===== src/rtl/wb_pkg.sv =====
`default_nettype none
// ============================================================================
// Module      : wb_pkg
// Description : Shared constants and grant encoding for the writeback arbiter.
// Revision    : 1.0
// ============================================================================
package wb_pkg;

   localparam int WB_DATA_W = 32;
   localparam int WB_ADDR_W = 5;

   typedef enum logic [1:0] {
      GRANT_NONE = 2'd0,
      GRANT_ALU  = 2'd1,
      GRANT_MEM  = 2'd2
   } grant_t;

endpackage
`default_nettype wire


===== src/rtl/writeback_arbiter_if.sv =====
`default_nettype none
// ============================================================================
// Module      : writeback_arbiter_if
// Description : ALU/load producer handshakes plus register-file write port.
// Revision    : 1.0
// ============================================================================
interface writeback_arbiter_if #(
   parameter int DATA_W     = 32,
   parameter int ADDR_W     = 5,
   parameter int FIFO_DEPTH = 4
);
   logic                          alu_valid;
   logic                          alu_ready;
   logic [ADDR_W-1:0]             alu_rd;
   logic [DATA_W-1:0]             alu_data;
   logic                          mem_valid;
   logic                          mem_ready;
   logic [ADDR_W-1:0]             mem_rd;
   logic [DATA_W-1:0]             mem_data;
   logic                          wr_en;
   logic [ADDR_W-1:0]             wr_addr;
   logic [DATA_W-1:0]             wr_data;
   logic [(2**ADDR_W)-1:0]        pending_mask;
   logic [$clog2(FIFO_DEPTH):0]   fifo_count;

   modport master (
      output alu_valid, alu_rd, alu_data, mem_valid, mem_rd, mem_data,
      input  alu_ready, mem_ready, wr_en, wr_addr, wr_data, pending_mask, fifo_count
   );

   modport slave (
      input  alu_valid, alu_rd, alu_data, mem_valid, mem_rd, mem_data,
      output alu_ready, mem_ready, wr_en, wr_addr, wr_data, pending_mask, fifo_count
   );
endinterface
`default_nettype wire


===== src/rtl/wb_fifo.sv =====
`default_nettype none
// ============================================================================
// Module      : wb_fifo
// Description : In-order load-result FIFO exposing per-entry valid/rd vectors.
// Revision    : 1.0
// ============================================================================
module wb_fifo #(
   parameter int DATA_W = 32,
   parameter int ADDR_W = 5,
   parameter int DEPTH  = 4
) (
   input  wire logic                      clk,
   input  wire logic                      reset,
   input  wire logic                      push,
   input  wire logic [ADDR_W-1:0]         push_rd,
   input  wire logic [DATA_W-1:0]         push_data,
   input  wire logic                      pop,
   output logic                           full,
   output logic                           empty,
   output logic [$clog2(DEPTH):0]         count,
   output logic [ADDR_W-1:0]              head_rd,
   output logic [DATA_W-1:0]              head_data,
   output logic [DEPTH-1:0]               entry_valid,
   output logic [DEPTH*ADDR_W-1:0]        entry_rd
);
   localparam int PTR_W = $clog2(DEPTH);
   localparam int CNT_W = PTR_W + 1;

   logic [ADDR_W-1:0] r_mem_rd   [DEPTH];
   logic [DATA_W-1:0] r_mem_data [DEPTH];
   logic [DEPTH-1:0]  r_valid;
   logic [PTR_W-1:0]  r_wr_ptr;
   logic [PTR_W-1:0]  r_rd_ptr;
   logic [CNT_W-1:0]  r_count;
   logic              w_push;
   logic              w_pop;

   assign full  = (r_count == CNT_W'(DEPTH));
   assign empty = (r_count == '0);
   // A full FIFO refuses a push even when a pop frees a slot this cycle.
   assign w_push = push && !full;
   assign w_pop  = pop && !empty;

   assign count       = r_count;
   assign head_rd     = r_mem_rd[r_rd_ptr];
   assign head_data   = r_mem_data[r_rd_ptr];
   assign entry_valid = r_valid;

   for (genvar gi = 0; gi < DEPTH; gi++) begin : g_entry
      assign entry_rd[gi*ADDR_W +: ADDR_W] = r_mem_rd[gi];
   end

   always_ff @(posedge clk) begin
      if (w_push) begin
         r_mem_rd[r_wr_ptr]   <= push_rd;
         r_mem_data[r_wr_ptr] <= push_data;
      end
   end

   always_ff @(posedge clk) begin
      if (reset) begin
         r_valid  <= '0;
         r_wr_ptr <= '0;
         r_rd_ptr <= '0;
         r_count  <= '0;
      end else begin
         if (w_push) begin
            r_valid[r_wr_ptr] <= 1'b1;
            r_wr_ptr          <= r_wr_ptr + 1'b1;
         end
         if (w_pop) begin
            r_valid[r_rd_ptr] <= 1'b0;
            r_rd_ptr          <= r_rd_ptr + 1'b1;
         end
         case ({w_push, w_pop})
            2'b10:   r_count <= r_count + 1'b1;
            2'b01:   r_count <= r_count - 1'b1;
            default: r_count <= r_count;
         endcase
      end
   end
endmodule
`default_nettype wire


===== src/rtl/writeback_arbiter.sv =====
`default_nettype none
// ============================================================================
// Module      : writeback_arbiter
// Description : Serializes ALU and buffered load results onto one RF write
//               port. Define WB_R0_DISCARD_EN to suppress writes to r0.
// Revision    : 1.0
// ============================================================================
module writeback_arbiter
   import wb_pkg::*;
#(
   parameter int DATA_W       = WB_DATA_W,
   parameter int ADDR_W       = WB_ADDR_W,
   parameter int FIFO_DEPTH   = 4,
   parameter int STARVE_LIMIT = 3
) (
   input  wire logic           clk,
   input  wire logic           reset,
   writeback_arbiter_if.slave  bus
);
   localparam int STARVE_W = $clog2(STARVE_LIMIT + 1);
   localparam logic [STARVE_W-1:0] c_starve_max = STARVE_W'(STARVE_LIMIT);

   logic                           w_full;
   logic                           w_empty;
   logic [$clog2(FIFO_DEPTH):0]    w_count;
   logic [ADDR_W-1:0]              w_head_rd;
   logic [DATA_W-1:0]              w_head_data;
   logic [FIFO_DEPTH-1:0]          w_entry_valid;
   logic [FIFO_DEPTH*ADDR_W-1:0]   w_entry_rd;
   logic                           w_fifo_ne;
   logic                           w_starved;
   logic                           w_alu_ready;
   logic                           w_mem_ready;
   logic                           w_push;
   logic                           w_pop;
   logic                           w_write;
   grant_t                         w_grant;
   logic [ADDR_W-1:0]              w_sel_rd;
   logic [DATA_W-1:0]              w_sel_data;
   logic [(2**ADDR_W)-1:0]         w_pending;
   logic [STARVE_W-1:0]            r_starve;
   logic                           r_wr_en;
   logic [ADDR_W-1:0]              r_wr_addr;
   logic [DATA_W-1:0]              r_wr_data;

   assign w_fifo_ne   = !w_empty;
   assign w_starved   = w_fifo_ne && (r_starve == c_starve_max);
   assign w_alu_ready = !reset && !w_starved;
   assign w_mem_ready = !reset && !w_full;

`ifdef WB_R0_DISCARD_EN
   assign w_push  = bus.mem_valid && w_mem_ready && (bus.mem_rd != '0);
   assign w_write = (w_grant != GRANT_NONE) && (w_sel_rd != '0);
`else
   assign w_push  = bus.mem_valid && w_mem_ready;
   assign w_write = (w_grant != GRANT_NONE);
`endif
   assign w_pop = (w_grant == GRANT_MEM);

   wb_fifo #(
      .DATA_W (DATA_W),
      .ADDR_W (ADDR_W),
      .DEPTH  (FIFO_DEPTH)
   ) u_fifo (
      .clk         (clk),
      .reset       (reset),
      .push        (w_push),
      .push_rd     (bus.mem_rd),
      .push_data   (bus.mem_data),
      .pop         (w_pop),
      .full        (w_full),
      .empty       (w_empty),
      .count       (w_count),
      .head_rd     (w_head_rd),
      .head_data   (w_head_data),
      .entry_valid (w_entry_valid),
      .entry_rd    (w_entry_rd)
   );

   // ALU wins unless the FIFO has lost STARVE_LIMIT times in a row.
   always_comb begin
      w_grant    = GRANT_NONE;
      w_sel_rd   = w_head_rd;
      w_sel_data = w_head_data;
      if (!reset) begin
         if (bus.alu_valid && !w_starved) begin
            w_grant    = GRANT_ALU;
            w_sel_rd   = bus.alu_rd;
            w_sel_data = bus.alu_data;
         end else if (w_fifo_ne) begin
            w_grant = GRANT_MEM;
         end
      end
   end

   always_comb begin
      w_pending = '0;
      for (int i = 0; i < FIFO_DEPTH; i++) begin
         if (w_entry_valid[i]) begin
            w_pending[w_entry_rd[i*ADDR_W +: ADDR_W]] = 1'b1;
         end
      end
   end

   always_ff @(posedge clk) begin
      if (reset) begin
         r_starve <= '0;
      end else if (!w_fifo_ne || (w_grant == GRANT_MEM)) begin
         r_starve <= '0;
      end else if ((w_grant == GRANT_ALU) && (r_starve != c_starve_max)) begin
         r_starve <= r_starve + 1'b1;
      end
   end

   always_ff @(posedge clk) begin
      if (reset) begin
         r_wr_en   <= 1'b0;
         r_wr_addr <= '0;
         r_wr_data <= '0;
      end else begin
         r_wr_en <= w_write;
         if (w_write) begin
            r_wr_addr <= w_sel_rd;
            r_wr_data <= w_sel_data;
         end
      end
   end

   assign bus.alu_ready    = w_alu_ready;
   assign bus.mem_ready    = w_mem_ready;
   assign bus.wr_en        = r_wr_en;
   assign bus.wr_addr      = r_wr_addr;
   assign bus.wr_data      = r_wr_data;
   assign bus.pending_mask = w_pending;
   assign bus.fifo_count   = w_count;
endmodule
`default_nettype wire

===== src/flat_wrapper.sv =====
// flat-port wrapper written by rule: the top's interface ports become plain ports
module writeback_arbiter_flat import wb_pkg::*;
#(
   parameter int DATA_W       = WB_DATA_W,
   parameter int ADDR_W       = WB_ADDR_W,
   parameter int FIFO_DEPTH   = 4,
   parameter int STARVE_LIMIT = 3
)
  (clk, reset, bus_alu_valid, bus_alu_rd, bus_alu_data, bus_mem_valid, bus_mem_rd, bus_mem_data, bus_alu_ready, bus_mem_ready, bus_wr_en, bus_wr_addr, bus_wr_data, bus_pending_mask, bus_fifo_count);
  writeback_arbiter_if #(.DATA_W(DATA_W), .ADDR_W(ADDR_W), .FIFO_DEPTH(FIFO_DEPTH)) bus_i ();
  input  wire logic clk;
  input  wire logic reset;
  input wire logic [$bits(bus_i.alu_valid)-1:0] bus_alu_valid;
  input wire logic [$bits(bus_i.alu_rd)-1:0] bus_alu_rd;
  input wire logic [$bits(bus_i.alu_data)-1:0] bus_alu_data;
  input wire logic [$bits(bus_i.mem_valid)-1:0] bus_mem_valid;
  input wire logic [$bits(bus_i.mem_rd)-1:0] bus_mem_rd;
  input wire logic [$bits(bus_i.mem_data)-1:0] bus_mem_data;
  output wire logic [$bits(bus_i.alu_ready)-1:0] bus_alu_ready;
  output wire logic [$bits(bus_i.mem_ready)-1:0] bus_mem_ready;
  output wire logic [$bits(bus_i.wr_en)-1:0] bus_wr_en;
  output wire logic [$bits(bus_i.wr_addr)-1:0] bus_wr_addr;
  output wire logic [$bits(bus_i.wr_data)-1:0] bus_wr_data;
  output wire logic [$bits(bus_i.pending_mask)-1:0] bus_pending_mask;
  output wire logic [$bits(bus_i.fifo_count)-1:0] bus_fifo_count;
  assign bus_i.alu_valid = bus_alu_valid;
  assign bus_i.alu_rd = bus_alu_rd;
  assign bus_i.alu_data = bus_alu_data;
  assign bus_i.mem_valid = bus_mem_valid;
  assign bus_i.mem_rd = bus_mem_rd;
  assign bus_i.mem_data = bus_mem_data;
  assign bus_alu_ready = bus_i.alu_ready;
  assign bus_mem_ready = bus_i.mem_ready;
  assign bus_wr_en = bus_i.wr_en;
  assign bus_wr_addr = bus_i.wr_addr;
  assign bus_wr_data = bus_i.wr_data;
  assign bus_pending_mask = bus_i.pending_mask;
  assign bus_fifo_count = bus_i.fifo_count;
  writeback_arbiter #(.DATA_W(DATA_W), .ADDR_W(ADDR_W), .FIFO_DEPTH(FIFO_DEPTH), .STARVE_LIMIT(STARVE_LIMIT)) u_core (.clk(clk), .reset(reset), .bus(bus_i));
endmodule

===== config.mk =====
export PLATFORM = sky130hd
export DESIGN_NAME = writeback_arbiter_flat
export DESIGN_NICKNAME = d
export VERILOG_FILES = /design/src/rtl/wb_pkg.sv /design/src/rtl/writeback_arbiter_if.sv /design/src/rtl/wb_fifo.sv /design/src/rtl/writeback_arbiter.sv /design/src/flat_wrapper.sv
export SDC_FILE = /design/constraint.sdc
export NUM_CORES = 1
export LEC_CHECK = 0
export ABC_AREA = 1
export CAP_MARGIN = 20
export CORE_ASPECT_RATIO = 1.1
export CORE_MARGIN = 5
export CORE_UTILIZATION = 32
export DETAILED_ROUTE_END_ITERATION = 12
export PLACE_DENSITY = 0.62
export SYNTH_ARGS = -nofsm -noshare
export SYNTH_HDL_FRONTEND = slang
export SYNTH_SLANG_ARGS = --single-unit

===== constraint.sdc =====
create_clock -name clk -period 2.6 [get_ports clk]
set_input_delay 0.26 -clock clk [delete_from_list [all_inputs] [get_ports clk]]
set_output_delay 0.26 -clock clk [all_outputs]
set_load 0.02 [all_outputs]

==> results.py, run 1 <==
metrics = {
    "run_status": {
        "status": "finished, violations left",
        "failed_checks": "negative setup slack",
    },
    "setup_path": {
        "cp-end-kind": "output pin",
        "r2r_start": "u_core.r_starve[0]",
        "r2r_setup_slack_ns": 0.51,
        "reg2regPathDepth": 10,
        "reg2reg_to": "u_core.u_fifo.count[2]",
        "cp.arrival_ns": 2.38,
        "cp-start-kind": "flip-flop",
        "crit_end": "bus_pending_mask[6]",
        "critical_path_class": "reg2out",
        "crit_required_ns": 2.34,
        "crit_start": "u_core.u_fifo.r_mem_rd[2][0]",
        "path_max_fanout": 8,
    },
    "logic_synthesis": {
        "syn_area_um2": 10100,
        "syn_inst": 1201,
        "synth-seq-cells": 201,
        "seq_area_frac_synth_pct": 54.5,
        "synth_nets": 1290,
        "synth_ff_type": "edfxtp_1",
        "synth_area_leader_cell": "edfxtp_1",
        "synth.yosys.warnings": 0,
        "synthDistinctLibCells": 28,
        "synth.avg_cell_area_um2": 8.42,
        "synth.area.top_cells": "edfxtp_1 (44%), nand2_1 (11%), dfxtp_1 (10%)",
        "synth_top_area_share_pct": 44.0,
        "synth_edf_count": 148,
        "synth-async-reset-ratio_pct": 0,
    },
    "final_layout": {
        "diodes": 0,
        "drive_above_1_share_pct": 9.44,
        "instances_no_fill": 1787,
        "final_area_um2": 12900,
        "final_util_pct": 41.2,
        "finalNetCount": 1442,
        "final_common_cell": "nand2_1",
        "area_growth_syn_to_layout_pct": 27.5,
        "final_cell_mix": "nand2_1 (303), inv_1 (204), nand3_1 (161), edfxtp_1 (148), clkdlybuf4s50_1 (137)",
    },
    "global_routing": {
        "grt_antenna_before_repair": 3,
        "busiest_layer": "met2",
        "grt_pass1_vias": 8289,
        "grt_max_degree": 75,
        "use_met3_pct": 3.58,
        "grt_usage_pct": 16.4,
        "grt_pass1_wl_um": 46500,
        "use_met1_pct": 19.8,
        "gr-total-overflow": 0,
        "gr-usage-met2_pct": 29.8,
    },
    "floorplan": {
        "ios": 153,
        "coreArea_um2": 31300,
        "fp.dieArea_um2": 35200,
        "dieWidth_um": 179,
        "die_h_um": 196,
        "rows": 68,
        "start_util_pct": 32.3,
    },
    "sta": {
        "setup_viol": 6,
        "rsz0062_at_grt": "yes",
        "maxSlewHeadroom_pct": 41.8,
        "finalCritPeriodShare_pct": 102,
        "worst_pin_slew_ns": 0.871,
        "fmax_ghz": 0.378,
        "clock_skew_ns": 0.0165,
        "drv_slew": 0,
        "setup_slack_ns": -0.0444,
        "hold_viol": 0,
        "hold_ws_ns": 0.311,
        "fin_crit_ns": 2.64,
    },
    "detailed_routing": {
        "finalWirelength_um": 30100,
        "wl_per_cell_um": 16.8,
        "antenna_left": 0,
        "drtIter0Drc": 568,
        "drc": 0,
        "vias": 8433,
        "first_pass_iters": 7,
        "vias_per_cell": 4.72,
    },
    "placed_design": {
        "port_buffers": 152,
        "hpwl_um": 20500,
        "postPlaceCellArea_um2": 12100,
        "place_congestion": 0.941,
        "place_inst": 1747,
    },
    "clock_network": {
        "clock_tree.root_cell": "clkbuf_16",
        "clkSlewWorstSetupHoldPaths_ns": 0.06,
        "numCtsBuffers": 21,
        "cts.htree.levels": 1,
        "clockBufferDepth": 3,
        "clkLatencyLatePin_ns": 0.50,
        "ctsHoldBuffers": 0,
        "cts_tree": "built",
        "cts.sinks": 201,
    },
    "worst_hold_path": {
        "hold_class": "in2reg",
    },
    "pwr": {
        "power_density_nw_per_um2": 616,
        "p_leak_nw": 5.79,
        "ir_worst_vdd_uv": 321,
    },
    "flow_run": {
        "maxCapViolCount": 0,
    },
}
routing by layer:
layer	wire, µm	share of wire, %	up-vias
met5	41	0.14	-
met4	653	2.2	6
met3	1930	6.4	56
met2	14800	49	282
met1	12700	42	3917
li1	-	-	4172
flip-flops by register name, indices dropped and copies added, names as in the netlist, named ones only:
name and flops:
u_core.u_fifo.r_mem_data 128, u_core.bus.wr_data 32, u_core.u_fifo.r_mem_rd 20, u_core.bus.wr_addr 5, u_core.u_fifo.entry_valid 4, u_core.u_fifo.count 3
u_core.r_starve 2, u_core.u_fifo.r_rd_ptr 2, u_core.u_fifo.r_wr_ptr 2, u_core.bus.wr_en 1
cells by family (layout without fill, tap and decap cells):
| family | after synthesis | after routing | share of synthesized area (%) |
|---|---|---|---|
| adders and majority gates | 11 | 11 | 1.44 |
| buffers and inverters | 263 | 429 | 11.0 |
| and+or+nand+nor | 639 | 639 | 28.0 |
| xor gates and xnor gates | 1 | 1 | 0.0867 |
| DFF | 201 | 201 | 54.5 |
| AOI/OAI and AO/OA | 86 | 86 | 5.08 |
area by class of cell:
| class | count | area (µm²) |
|---|---|---|
| Sequential cell | 201 | 5510 |
| Timing Repair Buffer | 179 | 1790 |
| Inverter | 213 | 800 |
| Clock inverter | 6 | 27.5 |
| Fill cell | 3151 | 18400 |
| Tap cell | 420 | 526 |
| Clock buffer | 31 | 619 |
| Multi-Input combinational cell | 737 | 3620 |
critical path, stage by stage, from the launching register on:
cell	delay, ns
edfxtp_1	0.43
inv_1	0.13
nand3_1	0.34
nor2_1	0.20
a21oi_1	0.06
o221ai_1	0.08
clkdlybuf4s50_1	0.65
metrics by stage:
| stage | setup WS (ns) | TNS [ns] | power, mW |
|---|---|---|---|
| floorplan | -0.272 | -39.23 | 4.58 |
| global placement | 0.301 | 0 | 5.15 |
| detailed placement | 0.326 | 0 | 5.17 |
| CTS | -0.0192 | -0.0489 | 8.01 |
| global route | -0.123 | -0.855 | 8.30 |
| finish | -0.0444 | -0.128 | 7.94 |
power breakdown:
part	switching (mW)	total, mW	internal [mW]	leakage [nW]
logic	0.835	1.40	0.562	3.69
registers	0.0922	3.70	3.61	1.78
clock network	1.19	2.84	1.65	0.321
what timing repair did:
item	4_1_cts	5_1_grt
buffers inserted	0	3
resized for setup	7	30
setup endpoints to repair	11	28
synth_stat cells (2+ instances only):
cell	count
edfxtp_1	148
nor3_1	3
ha_1	10
nand2_4	2
nand3_1	176
o221ai_1	10
buf_2	26
nand2_2	2
nand2_1	304
clkbuf_1	4
nor2_1	117
buf_6	7
dfxtp_1	53
inv_2	3
buf_1	3
or2_2	12
o21ai_0	22
a21oi_1	20
inv_1	210
buf_4	10
o22ai_1	32
nand3_2	21
worst min-delay path by stage:
stage / from / to / slack, ns / cells after the start
6_report: bus_alu_valid / flip-flop / 0.31 / 6
5_1_grt: bus_alu_valid / u_core.bus.wr_en / 0.37 / 4
4_1_cts: bus_alu_valid / flip-flop / 0.30 / 6
3_5_place_dp: u_core.u_fifo.count[0] / u_core.u_fifo.count[0] / 0.52 / 1
3_3_place_gp: u_core.u_fifo.r_rd_ptr[1] / flip-flop / 0.51 / 2
2_1_floorplan: reset / flip-flop / 0.33 / 1
Power figures use the tool's default switching activity.
==> run 2: changes to the inputs <==
--- a/config.mk
+++ b/config.mk
@@ -11,7 +11,8 @@
 export CORE_MARGIN = 5
 export CORE_UTILIZATION = 32
 export DETAILED_ROUTE_END_ITERATION = 12
-export PLACE_DENSITY = 0.62
+export PLACE_DENSITY = 0.54
+export SLEW_MARGIN = 20
 export SYNTH_ARGS = -nofsm -noshare
 export SYNTH_HDL_FRONTEND = slang
 export SYNTH_SLANG_ARGS = --single-unit
==> run 2 against run 1 <==
Effect of this change: the run now ends clean; maximum frequency is 3.5% higher; wire length grew 1.1%; total power up 4.4%; sequential power is essentially flat; final cell count up 0.22%; hold slack lost 0.021 ns; register-to-register slack about the same; first-iteration DRC count rose by 26%; core utilization up 0.64 points; combinational power about the same; critical endpoint is now bus_pending_mask[2].
==> results.py, run 2 (synthesis gave the netlist of run 1 again) <==
metrics = {
    "run_status": {
        "status": "completed",
    },
    "sta": {
        "setup_viol": 0,
        "drv_slew": 0,
        "worst_pin_slew_ns": 0.597,
        "fin_crit_ns": 2.55,
        "finalCritPeriodShare_pct": 98.2,
        "rsz0062_at_grt": "yes",
        "clock_skew_ns": 0.00989,
        "maxSlewHeadroom_pct": 60.2,
        "hold_ws_ns": 0.289,
        "totalNegativeSetupSlack_ns": 0,
        "setup_slack_ns": 0.0459,
        "fmax_ghz": 0.392,
        "hold_viol": 0,
    },
    "pwr": {
        "sw_frac_of_total_pct": 27.0,
        "sequentialPowerShare_pct": 44.8,
        "p_sw_mw": 2.23,
        "p_leak_nw": 6.02,
        "p_clk_share_pct": 38.5,
        "ir_worst_vdd_uv": 263,
        "power_frac_comb_pct": 16.6,
        "p_int_mw": 6.05,
        "power_density_nw_per_um2": 633,
    },
    "final_layout": {
        "final_util_pct": 41.8,
        "final_common_cell": "nand2_1",
        "final_cell_mix": "nand2_1 (303), inv_1 (203), nand3_1 (154), edfxtp_1 (148), clkdlybuf4s50_1 (129)",
        "finalNetCount": 1444,
        "area_growth_syn_to_layout_pct": 29.5,
        "final_area_um2": 13100,
        "diodes": 0,
        "drive_above_1_share_pct": 10.6,
        "regMostFlops": "u_core.u_fifo.r_mem_data",
        "largest_reg_flops": 128,
    },
    "setup_path": {
        "cp-end-kind": "output pin",
        "r2r_setup_slack_ns": 0.51,
        "crit_chain": "inv_1, nand3_2, o22ai_1, or2_2, clkdlybuf4s50_1",
        "crit_required_ns": 2.34,
        "path_max_fanout": 8,
        "critical_path_class": "reg2out",
        "r2r_start": "u_core.r_starve[0]",
        "cp-start-kind": "flip-flop",
        "crit_start": "u_core.u_fifo.r_mem_rd[1][0]",
        "reg2regPathDepth": 10,
        "cpPeakStageDelay_ns": 0.60,
        "reg2reg_to": "u_core.u_fifo.count[2]",
        "cp_slowest_cell": "clkdlybuf4s50_1",
        "cp.arrival_ns": 2.29,
    },
    "clock_network": {
        "numCtsBuffers": 23,
        "clockBufferDepth": 3,
        "ctsHoldBuffers": 0,
        "clkSlewWorstSetupHoldPaths_ns": 0.06,
        "cts.htree.levels": 1,
        "cts.sinks": 201,
        "clkLatencyLatePin_ns": 0.51,
        "clock_tree.root_cell": "clkbuf_16",
        "cts_tree": "built",
    },
    "placed_design": {
        "preCtsSetupSlack_ns": 0.316,
        "postPlaceCellArea_um2": 12200,
        "port_buffers": 152,
        "place_congestion": 0.899,
        "hpwl_um": 20600,
    },
    "floorplan": {
        "ios": 153,
        "dieWidth_um": 179,
        "rows": 68,
        "coreArea_um2": 31300,
        "start_util_pct": 32.3,
        "die_h_um": 196,
        "fp.dieArea_um2": 35200,
    },
    "detailed_routing": {
        "wl_per_cell_um": 17.0,
        "antenna_left": 0,
        "vias": 8407,
        "first_pass_iters": 5,
        "drc": 0,
        "finalWirelength_um": 30400,
        "drtIter0Drc": 715,
        "vias_per_cell": 4.69,
    },
    "worst_hold_path": {
        "hold_depth": 4,
        "worstHoldStart": "bus_alu_valid",
        "min_to": "u_core.bus.wr_en",
        "hold_class": "in2reg",
    },
    "flow_run": {
        "maxCapViolCount": 0,
    },
    "global_routing": {
        "gr-total-overflow": 0,
        "grt_usage_pct": 16.8,
        "grt_max_degree": 55,
        "grt_pass1_wl_um": 47700,
        "grt_antenna_before_repair": 1,
        "grt_pass1_vias": 8384,
    },
}
-- run 2: cell count changes in the layout (fill, tap and decap cells not counted), moves of 3 or more --
| cell | previous run | this run |
|---|---|---|
| buf_12 | 4 | 7 |
| buf_4 | 23 | 20 |
| clkbuf_1 | 6 | 3 |
| clkdlybuf4s50_1 | 137 | 129 |
| clkinvlp_4 | 0 | 3 |
| dlymetal6s2s_1 | 11 | 21 |
| nand3_1 | 161 | 154 |
| nand3_2 | 35 | 42 |
-- run 2: power by group through the flow --
stage	logic (mW)	registers [mW]	clock network (mW)
4_1_cts	1.40	3.72	3.28
5_1_grt	1.54	3.73	3.39
2_1_floorplan	0.716	3.86	0
6_report	1.38	3.71	3.19
3_3_place_gp	1.38	3.78	0
3_5_place_dp	1.39	3.78	0
-- run 2: layout make-up --
class / instances / area, µm²
tap: 420 / 526
sequential: 201 / 5510
multi-input combinational: 737 / 3650
timing repair buffer: 179 / 1860
fill: 3183 / 18200
clock inverter: 13 / 129
clock buffer: 28 / 614
inverter: 213 / 800
-- run 2: timing repair --
item / CTS / global route
setup buffers: 0 / 1
endpoints found under the setup margin: 22 / 31
gates resized for setup: 13 / 42
-- run 2: per-layer routing --
layer	GRT usage [%]	vias to the layer above	part of all wire [%]
li1	-	4174	-
met1	21.4	3894	42
met2	29.8	286	49
met3	2.66	51	5.9
met4	4.57	2	2.5
met5	0	-	0.066
-- run 2: how the worst max path moves through the flow --
stage / to / slack [ns]
floorplan: u_core.u_fifo.r_mem_data[1][0] / -0.27
global placement: u_core.u_fifo.count[2] / 0.28
detailed placement: u_core.u_fifo.count[2] / 0.32
CTS: bus_pending_mask[28] / -0.03
global route: bus_pending_mask[10] / -0.06
finish: bus_pending_mask[2] / 0.05
-- run 2: worst max-delay path: cells and delay by family (launching register included) --
| family | cells | cell delay, ns |
|---|---|---|
| buf+inv | 2 | 0.76 |
| flops | 1 | 0.46 |
| compound gates | 1 | 0.22 |
| simple gates | 2 | 0.35 |
-- run 2: per-stage QoR --
| step | power, mW | std cells |
|---|---|---|
| finish | 8.29 | 1791 |
| global route | 8.66 | 1791 |
| detailed placement | 5.18 | 1749 |
| floorplan | 4.58 | 1201 |
| CTS | 8.40 | 1790 |
| global placement | 5.16 | 1749 |
==> run 3: changes to the inputs <==
--- a/config.mk
+++ b/config.mk
@@ -11,7 +11,9 @@
 export CORE_MARGIN = 5
 export CORE_UTILIZATION = 32
 export DETAILED_ROUTE_END_ITERATION = 12
+export MAX_ROUTING_LAYER = met4
 export PLACE_DENSITY = 0.54
+export REMOVE_ABC_BUFFERS = 1
 export SLEW_MARGIN = 20
 export SYNTH_ARGS = -nofsm -noshare
 export SYNTH_HDL_FRONTEND = slang
==> run 3 against run 2 <==
Effect of this change: the flow now finishes with violations (negative setup slack); first-iteration DRC count decreased by 16%; setup slack lost 0.17 ns; hold slack gained 0.055 ns; final area decreased by 0.78%; largest cell class unchanged; via count is essentially flat; clock power barely moved; wire length decreased by 4.0%; sequential share of layout area up 0.31 points; sequential power about the same; core utilization is 0.33 points lower; die area unchanged; highest routed layer is now met4; maximum frequency fell by 6.3%.
==> results.py, run 3 (synthesis gave the netlist of run 1 again) <==
metrics = {
    "run_status": {
        "status": "finished, violations left",
        "failed_checks": "negative setup slack",
    },
    "final_layout": {
        "largest_reg_flops": 128,
        "final_common_cell": "nand2_1",
        "area_growth_syn_to_layout_pct": 28.5,
        "drive_above_1_share_pct": 8.98,
        "nFillCells": 3164,
        "finalNetCount": 1443,
        "final_util_pct": 41.5,
        "final_cell_mix": "nand2_1 (303), inv_1 (206), nand3_1 (166), edfxtp_1 (148), clkdlybuf4s50_1 (143)",
        "regMostFlops": "u_core.u_fifo.r_mem_data",
    },
    "clock_network": {
        "cts.htree.levels": 1,
        "cts_tree": "built",
        "clkSlewWorstSetupHoldPaths_ns": 0.06,
        "clkLatencyLatePin_ns": 0.50,
        "clock_tree.root_cell": "clkbuf_16",
        "clockBufferDepth": 3,
        "numCtsBuffers": 23,
        "ctsHoldBuffers": 0,
        "cts.sinks": 201,
    },
    "floorplan": {
        "ios": 153,
        "start_util_pct": 32.3,
        "rows": 68,
        "dieWidth_um": 179,
        "fp.dieArea_um2": 35200,
        "coreArea_um2": 31300,
        "die_h_um": 196,
    },
    "setup_path": {
        "crit_required_ns": 2.34,
        "path_max_fanout": 8,
        "cp.arrival_ns": 2.47,
        "cp_slowest_cell": "clkdlybuf4s50_1",
        "cp-start-kind": "flip-flop",
        "critical_path_class": "reg2out",
        "cpPeakStageDelay_ns": 0.63,
        "cp-end-kind": "output pin",
        "crit_chain": "inv_1, nand3_1, o22ai_1, nor2_1, o21ai_0, clkdlybuf4s50_1",
        "r2r_start": "u_core.r_starve[0]",
        "crit_start": "u_core.u_fifo.r_mem_rd[1][0]",
    },
    "global_routing": {
        "grt_pass1_vias": 8121,
        "grt_usage_pct": 16.4,
        "gr-total-overflow": 0,
        "grt_max_degree": 75,
        "grt_pass1_wl_um": 45600,
        "grt_antenna_before_repair": 3,
    },
    "sta": {
        "fin_crit_ns": 2.73,
        "clock_skew_ns": 0.0156,
        "finalCritPeriodShare_pct": 105,
        "setup_slack_ns": -0.127,
        "setup_viol": 15,
        "rsz0062_at_grt": "yes",
        "fmax_ghz": 0.367,
        "totalNegativeSetupSlack_ns": -0.578,
        "worst_pin_slew_ns": 0.853,
        "maxSlewHeadroom_pct": 43.1,
        "hold_ws_ns": 0.344,
        "hold_viol": 0,
        "drv_slew": 0,
    },
    "pwr": {
        "p_leak_nw": 5.74,
        "ir_worst_vdd_uv": 363,
        "power_density_nw_per_um2": 634,
    },
    "flow_run": {
        "maxCapViolCount": 0,
    },
    "detailed_routing": {
        "vias_per_cell": 4.69,
        "first_pass_iters": 5,
        "finalWirelength_um": 29200,
        "drtIter0Drc": 602,
        "wl_per_cell_um": 16.3,
        "vias": 8413,
        "drc": 0,
        "antenna_left": 0,
    },
    "placed_design": {
        "hpwl_um": 19000,
        "port_buffers": 152,
        "preCtsSetupSlack_ns": 0.401,
        "place_congestion": 0.891,
    },
    "worst_hold_path": {
        "worstHoldStart": "bus_alu_valid",
        "hold_class": "in2reg",
    },
}
## run 3: cell count changes in the layout (fill, tap and decap cells not counted), sizes merged
cell and change:
clkinv +2, inv +1, buf -1, dlymetal6s2s -15, clkinvlp -3, bufinv +1, clkdlybuf4s50 +14, diode +3
dlygate4sd2 +1, clkbuf -1
## run 3: what timing repair did
action,CTS,global route
resized for setup,9,16
setup endpoints to repair,16,30
buffers inserted,0,2
## run 3: routing by layer
| layer | track usage, % | vias up | share of wire (%) |
|---|---|---|---|
| met1 | 20.8 | 3910 | 45 |
| met3 | 3.58 | 44 | 6.3 |
| met5 | - | - | 0 |
| met4 | 3.58 | 0 | 1.5 |
| li1 | - | 4182 | - |
| met2 | 27.3 | 277 | 48 |
## run 3: area by class of cell
type / instances / area (µm²) / area share [%]
repair buffers: 178 / 1810 / 14.0
flip-flops and latches: 201 / 5510 / 42.4
clock buffers: 27 / 591 / 4.55
inverters: 213 / 800 / 6.16
multi-input cells: 737 / 3600 / 27.7
well taps: 420 / 526 / 4.05
clock inverters: 14 / 144 / 1.11
diodes: 3 / 7.51 / 0.0578
## run 3: critical path: cells and delay by family (launching register included)
family / cells / cell delay (ns)
AO/OA/AOI/OAI: 2 / 0.41
buffers and inverters: 2 / 0.75
flip-flops: 1 / 0.42
AND/OR/NAND/NOR: 2 / 0.40
## run 3: report_power, final
part           switching [mW]  internal, mW  total (mW)  leakage (nW)
sequential             0.0844          3.61        3.69          1.78
combinational           0.814         0.568        1.38          3.60
clock                    1.25          1.92        3.16         0.356
## run 3: through the flow
step                instances  power, mW  instance area (µm²)
floorplan                1151       4.51                 9800
global placement         1747       5.14                12100
detailed placement       1747       5.16                12100
CTS                      1788       8.35                12900
global route             1793       8.64                13000
finish                   1793       8.24                13000
## run 3: worst paths after layout
path / end / slack [ns] / cells after the start
max: bus_pending_mask[12] / -0.13 / 6
min: u_core.u_fifo.r_rd_ptr[1] / 0.34 / 6
max reg2reg: u_core.u_fifo.count[2] / 0.51 / 10
min reg2reg: flip-flop / 0.53 / 2
